==> config.mk <==
export PLATFORM = sky130hd
export DESIGN_NAME = tff_count_ctrl
export DESIGN_NICKNAME = d
export VERILOG_FILES = /design/src/rtl/tff_ctrl_pkg.sv /design/src/rtl/tff_cell.sv /design/src/rtl/tff_count_ctrl.sv
export SDC_FILE = /design/constraint.sdc
export NUM_CORES = 1
export LEC_CHECK = 0
export ABC_AREA = 1
export CAP_MARGIN = 20
export CORE_ASPECT_RATIO = 1.75
export CORE_UTILIZATION = 30
export CTS_CLUSTER_SIZE = 16
export DETAILED_ROUTE_END_ITERATION = 12
export DONT_BUFFER_PORTS = 1
export PLACE_DENSITY = 0.56
export SYNTH_ARGS = -nofsm -noshare
export SYNTH_HDL_FRONTEND = slang
export SYNTH_SLANG_ARGS = --single-unit
==> constraint.sdc <==
create_clock -name clk -period 3.4 [get_ports clk]
set_input_delay 0 -clock clk [delete_from_list [all_inputs] [get_ports clk]]
set_output_delay 0 -clock clk [all_outputs]
set_load 0.03 [all_outputs]
==> src/rtl/tff_ctrl_pkg.sv <==
// tff_ctrl_pkg: opcode and controller state encodings shared by the T-flip-flop counter controller.
package tff_ctrl_pkg;

    typedef enum logic [1:0] {
        OP_CLEAR = 2'b00,
        OP_LOAD  = 2'b01,
        OP_UP    = 2'b10,
        OP_DOWN  = 2'b11
    } op_e;

    typedef enum logic [1:0] {
        ST_IDLE = 2'b00,
        ST_EXEC = 2'b01,
        ST_DONE = 2'b10
    } state_e;

endpackage

==> src/rtl/tff_cell.sv <==
// tff_cell: one T flip-flop with asynchronous active-high reset to 0.
module tff_cell (
    input  logic clk,
    input  logic rst,
    input  logic t_i,
    output logic q_o,
    output logic q_bar_o
);
    logic q_q;

    always_ff @(posedge clk or posedge rst) begin
        if (rst)
            q_q <= 1'b0;
        else
            q_q <= q_q ^ t_i;
    end

    assign q_o     = q_q;
    assign q_bar_o = ~q_q;
endmodule

==> src/rtl/tff_count_ctrl.sv <==
// tff_count_ctrl: command-driven clear/load/up/down sequencer over a bank of T flip-flops.
// Define TFF_CTRL_SAT_EN to hold at the count limits instead of wrapping.
module tff_count_ctrl
    import tff_ctrl_pkg::*;
#(
    parameter int WIDTH = 4
) (
    input  logic             clk,
    input  logic             rst,
    input  logic             cmd_valid,
    output logic             cmd_ready,
    input  logic [1:0]       cmd_op,
    input  logic [WIDTH-1:0] cmd_data,
    input  logic [WIDTH-1:0] cmd_steps,
    output logic [WIDTH-1:0] q,
    output logic [WIDTH-1:0] q_bar,
    output logic             done,
    output logic             tc
);
    state_e           state_q, state_d;
    op_e              op_q;
    logic [WIDTH-1:0] data_q, rem_q, rem_d, up_t, dn_t, t;
    logic             tc_q, accept, exec, step, boundary, last, hold;

    assign cmd_ready = state_q == ST_IDLE && !rst;
    assign accept    = cmd_valid && cmd_ready;
    assign exec      = state_q == ST_EXEC;
    // a zero-step UP/DOWN still spends one EXEC cycle, but issues no toggles
    assign step      = (op_q == OP_UP || op_q == OP_DOWN) && rem_q != '0;
    assign boundary  = exec && step && (op_q == OP_UP ? &q : ~|q);
    assign last      = op_q == OP_CLEAR || op_q == OP_LOAD || rem_q <= WIDTH'(1);

`ifdef TFF_CTRL_SAT_EN
    assign hold = boundary;
`else
    assign hold = 1'b0;
`endif

    assign up_t[0] = 1'b1;
    assign dn_t[0] = 1'b1;
    for (genvar i = 1; i < WIDTH; i++) begin : g_carry
        assign up_t[i] = &q[i-1:0];
        assign dn_t[i] = ~|q[i-1:0];
    end

    assign t = !exec || hold   ? '0 :
               op_q == OP_CLEAR ? q :
               op_q == OP_LOAD  ? q ^ data_q :
               !step            ? '0 :
               op_q == OP_UP    ? up_t : dn_t;

    assign state_d = accept ? ST_EXEC : exec ? (last ? ST_DONE : ST_EXEC) : ST_IDLE;
    assign rem_d   = accept ? cmd_steps : step && exec ? rem_q - WIDTH'(1) : rem_q;

    always_ff @(posedge clk or posedge rst) begin
        if (rst) begin
            state_q <= ST_IDLE;
            op_q    <= OP_CLEAR;
            data_q  <= '0;
            rem_q   <= '0;
            tc_q    <= 1'b0;
        end else begin
            state_q <= state_d;
            rem_q   <= rem_d;
            tc_q    <= boundary;
            if (accept) begin
                op_q   <= op_e'(cmd_op);
                data_q <= cmd_data;
            end
        end
    end

    assign done = state_q == ST_DONE;
    assign tc   = tc_q;

    for (genvar i = 0; i < WIDTH; i++) begin : g_cell
        tff_cell u_cell (
            .clk    (clk),
            .rst    (rst),
            .t_i    (t[i]),
            .q_o    (q[i]),
            .q_bar_o(q_bar[i])
        );
    end
endmodule
Yosys cells after proc, flatten, opt, wreduce, memory -nomap -nowiden --
Index checks and enable logic that the tools add are counted.
Cells by class: $add $sub $neg 1, $lt $le $gt $ge 1, eq/ne operators 5, mux-type cells 11, bitwise gates (word level) 9, reductions and logical operators 23
Operators with widths (number):
- $mux 4 | 7
- $eq 2x2->1 const B | 3
- $mux 2 | 3
- $logic_and 1x1->1 | 5
- $logic_not 1->1 | 5
- $eq 2x1->1 const B | 2
- $le 4x1->1 const B | 1
- $logic_not 2->1 | 2
- $not 1->1 | 4
- $reduce_and 4->1 | 1
- $reduce_bool 4->1 | 1
- $reduce_or 4->1 | 1
- $sub 4x1->4 const B | 1
- $xor 1x1->1 | 4
- $xor 4x4->4 | 1
- $logic_or 1x1->1 | 3
- $reduce_and 3->1 | 1
- $reduce_or 3->1 | 1
- $reduce_and 2->1 | 1
- $reduce_bool 2->1 | 1
- $reduce_or 2->1 | 1
- $mux 1 | 1
Storage, ports and cells: register bits 17, bits of input ports 13, output and inout port bits 11

Longest topological paths before layout --
word-level depth 8, gate-level depth with buffers 10, mapped depth without buffers 10

Cells and area by module --
A second synthesis with hierarchy kept.
Unflattened totals: cell total of the unflattened synthesis 162, area total of the unflattened synthesis 1133.6 µm²
Modules (own cells, without submodules):
- tff_count_ctrl | instances 1, cells each 134, area each 933.4 µm², sequential area each 325.3 µm²
- tff_cell | instances 4, cells each 7, area each 50.0 µm², sequential area each 25.0 µm²

Worst setup path before layout --
Ideal clock, no wire load.
path type register to register, start point reg state_q[1], end point reg rem_q[3], setup time 0.074 ns, arrival 1.604 ns, data required time 3.326 ns, slack 1.722 ns, stages on the path, launching flop included 6, period minus slack after synthesis 1.678 ns, cells stage by stage dfrtp_1 > nor3_1 > nand3_1 > o21ai_1 > nand2_1 > o21ai_2
Between the ends: word-level cells in the longest chain between the ends 4
Ends and longest elaborated chain:
- start: declaration | line tff_count_ctrl.sv:20 | state_e state_q, state_d;
- start signal: assignment | line tff_count_ctrl.sv:63 | state_q <= state_d;
- $logic_not 2->1 * | line tff_count_ctrl.sv:25 | assign cmd_ready = state_q == ST_IDLE && !rst;
- $logic_and 1x1->1 * | line tff_count_ctrl.sv:25
- net cmd_ready | line tff_count_ctrl.sv:11 | output logic cmd_ready,
- $logic_and 1x1->1 * | line tff_count_ctrl.sv:26 | assign accept = cmd_valid && cmd_ready;
- $mux 4 or $reduce_bool 2->1 (tied branches)
- end signal: assignment | line tff_count_ctrl.sv:64 | rem_q <= rem_d;
- end: declaration | line tff_count_ctrl.sv:22 | logic [WIDTH-1:0] data_q, rem_q, rem_d, up_t, dn_t, t;
Mark *: on every way through the listed nets, which the timed path passes. The rest lies on a longest branch. A chain may end at the register's enable or synchronous reset.

Final worst setup path --
start point in rst, end point reg data_q[3]
Between the ends: word-level cells in the longest chain between the ends 3
Ends and longest elaborated chain:
- start: declaration | line tff_count_ctrl.sv:9 | input logic rst,
- $logic_not 1->1 (no source line)
- $logic_and 1x1->1 | line tff_count_ctrl.sv:25
- $logic_and 1x1->1 | line tff_count_ctrl.sv:26
- end signal: assignment | line tff_count_ctrl.sv:68 | data_q <= cmd_data;
- end: declaration | line tff_count_ctrl.sv:22
No other way between the ends.

==> impl_metrics.toml <==
[timing]
worst_slew_margin_rel_pct = 49.1
worst_slew_pin_slew_ps = 763
max_freq_ghz = 0.565
hold_viol = 0
tns_ps = 0
holdWs_ps = 15.4
finalCriticalPeriod_ps = 1770
finalClockSkew_ps = 4.47
finalMaxSlewViolations = 0
rsz0062_at_grt = "no"
fin_ws_ps = 1630
post-route-period-util_pct = 52.0
final-setup-viol-count = 0

[clock_tree]
clock-sinks = 17
clk_pin_slew_ps = 70
cts-root-buf = "clkbuf_8"
cts_resized = 0
clock_path_buffers = 2
htree_num_levels = 1
clock_latency_ps = 250
cts_buffers = 3
cts_tree = "yes"

[grt]
grt_pass1_vias = 990
grt_max_degree = 20
gr-total-overflow = 0
grt_antenna_before_repair = 0
grt_util_all_layers_pct = 13.3
grt_pass1_wl_um = 4270

[placed_design]
dp_slack_ps = 1810
dp_hpwl_um = 1860
io_buffers = 0
dp_cells = 188
gp_congestion = 0.921

[worst_setup_path]
crit_type = "in -> reg"
path_cells = "dlygate4sd3_1, inv_1, nand4_4, mux2_2"
cp_num_buf_inv = 2
critical_path.startpoint_type = "primary input"
cp_slowest_cell = "inv_1"
crit_arrival_ps = 1900
crit_required_ps = 3530
critPathCaptureType = "register"
crit_family = "buffers and inverters"
path_max_fanout = 19
critical_path.max_stage_delay_ps = 560

[final_layout]
layout-drive-gt1-share_pct = 14.2
multi_input_area_um2 = 566
fillers = 411
seq_area_um2 = 425
diodes = 0
mostFrequentLayoutCell = "nand2_1"
syn_to_final_growth_pct = 10.3
stdcell_count = 201
nNetsFinal = 172
final_util_pct = 34.8
final_cell_mix = "nand2_1 (40), nor2_1 (17), dfrtp_1 (17)"

[logic_synthesis]
postSynthAreaPerCell_um2 = 7.58
syn_nets = 167
synth_ff_type = "dfrtp_1"
synth_cells = 151
ys_seq_elements = 17
async_flop_share_pct = 100
synth.yosys.seq_area_share_pct = 37.2
yosys_warnings = 0
synth_edf_count = 0
syn_area_mm2 = 0.00114
synth_cell_types = 26

[drt]
firstDrtPassIters = 4
wl_um = 2390
via_count = 952
vias_per_cell = 4.74
wl_per_cell_um = 11.9
drc = 0
drtAntennaViolNets = 0
drt_iter0_markers = 23

[floorplan]
dieHeight_um = 83.7
core_area_mm2 = 0.00363
start_util_pct = 31.6
rows = 29
die-area_mm2 = 0.00408
chipWidth_um = 48.7
pin_count = 24

[job]
drv_cap = 0

[pwr]
pwr_density_cell_mw_per_mm2 = 994
ir_drop_mv = 0.389
p_leak_nw = 0.621

[min_path]
hold_class = "in -> reg"

[outcome]
status = "complete, no violations"
-- metrics by stage --
stage               total power, mW  cell area [µm²]
floorplan                      1.06             1140
global placement               1.09             1130
detailed placement             1.11             1130
CTS                            1.27             1260
global route                   1.39             1260
finish                         1.25             1260
-- cell families after synthesis --
group	synth area share, %
AND/OR/NAND/NOR	33.1
buffers and inverters	13.4
AO/OA/AOI/OAI	10.3
flip-flops	37.2
adder cells (fa/ha/maj)	3.28
multiplexers	1.97
XOR/XNOR	0.765
-- cell usage after synthesis (2+ instances only) --
cell	instances	area [µm²]
o21ai_0	7	35.0
nor2_2	2	12.5
buf_6	2	22.5
ha_1	3	37.5
buf_4	8	60.1
nand2_1	40	150
a21oi_1	8	40.0
nor2_4	2	22.5
nand3_1	12	60.1
dfrtp_1	17	425
inv_1	14	52.6
nor2_1	17	63.8
inv_2	5	18.8
mux2_2	2	22.5
-- state kept, by name, summed over array words and instances, names as in the netlist --
signal / count
data_q: 4
op_q: 2
rem_q: 4
tc: 1
state_q: 2
g_cell.u_cell.q_o: 4
-- worst register-to-register path: stages (launching register included) --
cell,delay (ps)
dfrtp_1,580
inv_1,280
nand3_1,150
nand2_1,70
nor2_2,120
nand2_1,60
nand2_1,70
nand2_1,60
nand2_1,60
nand2_1,50
-- final cells by class --
cell class	instances	share of cell area [%]
multi-input combinational	105	44.8
sequential	17	33.7
clock buffer	4	3.57
tap	46	4.56
timing repair buffer	10	7.73
inverter	19	5.65
-- where the power goes --
part           switching (mW)  total, mW  internal (mW)  leakage [nW]
combinational           0.426      0.644          0.218         0.398
clock                  0.0653      0.148         0.0830        0.0228
sequential              0.164      0.462          0.298         0.201
total                   0.655       1.25          0.599         0.621
-- worst paths after layout --
| check | startpoint | endpoint | slack [ps] | depth (start not counted) |
|---|---|---|---|---|
| setup reg to reg | g_cell[0].u_cell.q_o | g_cell[3].u_cell.q_o | 1790 | 9 |
| setup / recovery | rst | data_q[3] | 1630 | 4 |
| min in group asynchronous | rst | rem_q[3] | 330 | 2 |
| max in group asynchronous | rst | g_cell[1].u_cell.q_o | 2580 | 2 |
| hold reg to reg | data_q[1] | data_q[1] | 520 | 1 |
| hold / removal | cmd_steps[0] | rem_q[0] | 20 | 4 |
-- layer usage --
layer	wire length, µm	GRT usage, %
met1	938	14.9
met2	1300	24.0
met3	110	2.37
met4	40	5.61
met5	0	0
-- what timing repair did --
| item | 4_1_cts | 5_1_grt |
|---|---|---|
| hold endpoints to repair | 25 | 0 |
| setup endpoints to repair | 0 | 0 |
| hold buffers | 9 | 0 |
| buffers inserted | 0 | 0 |
No activity file was read; power rests on OpenSTA's default activity.
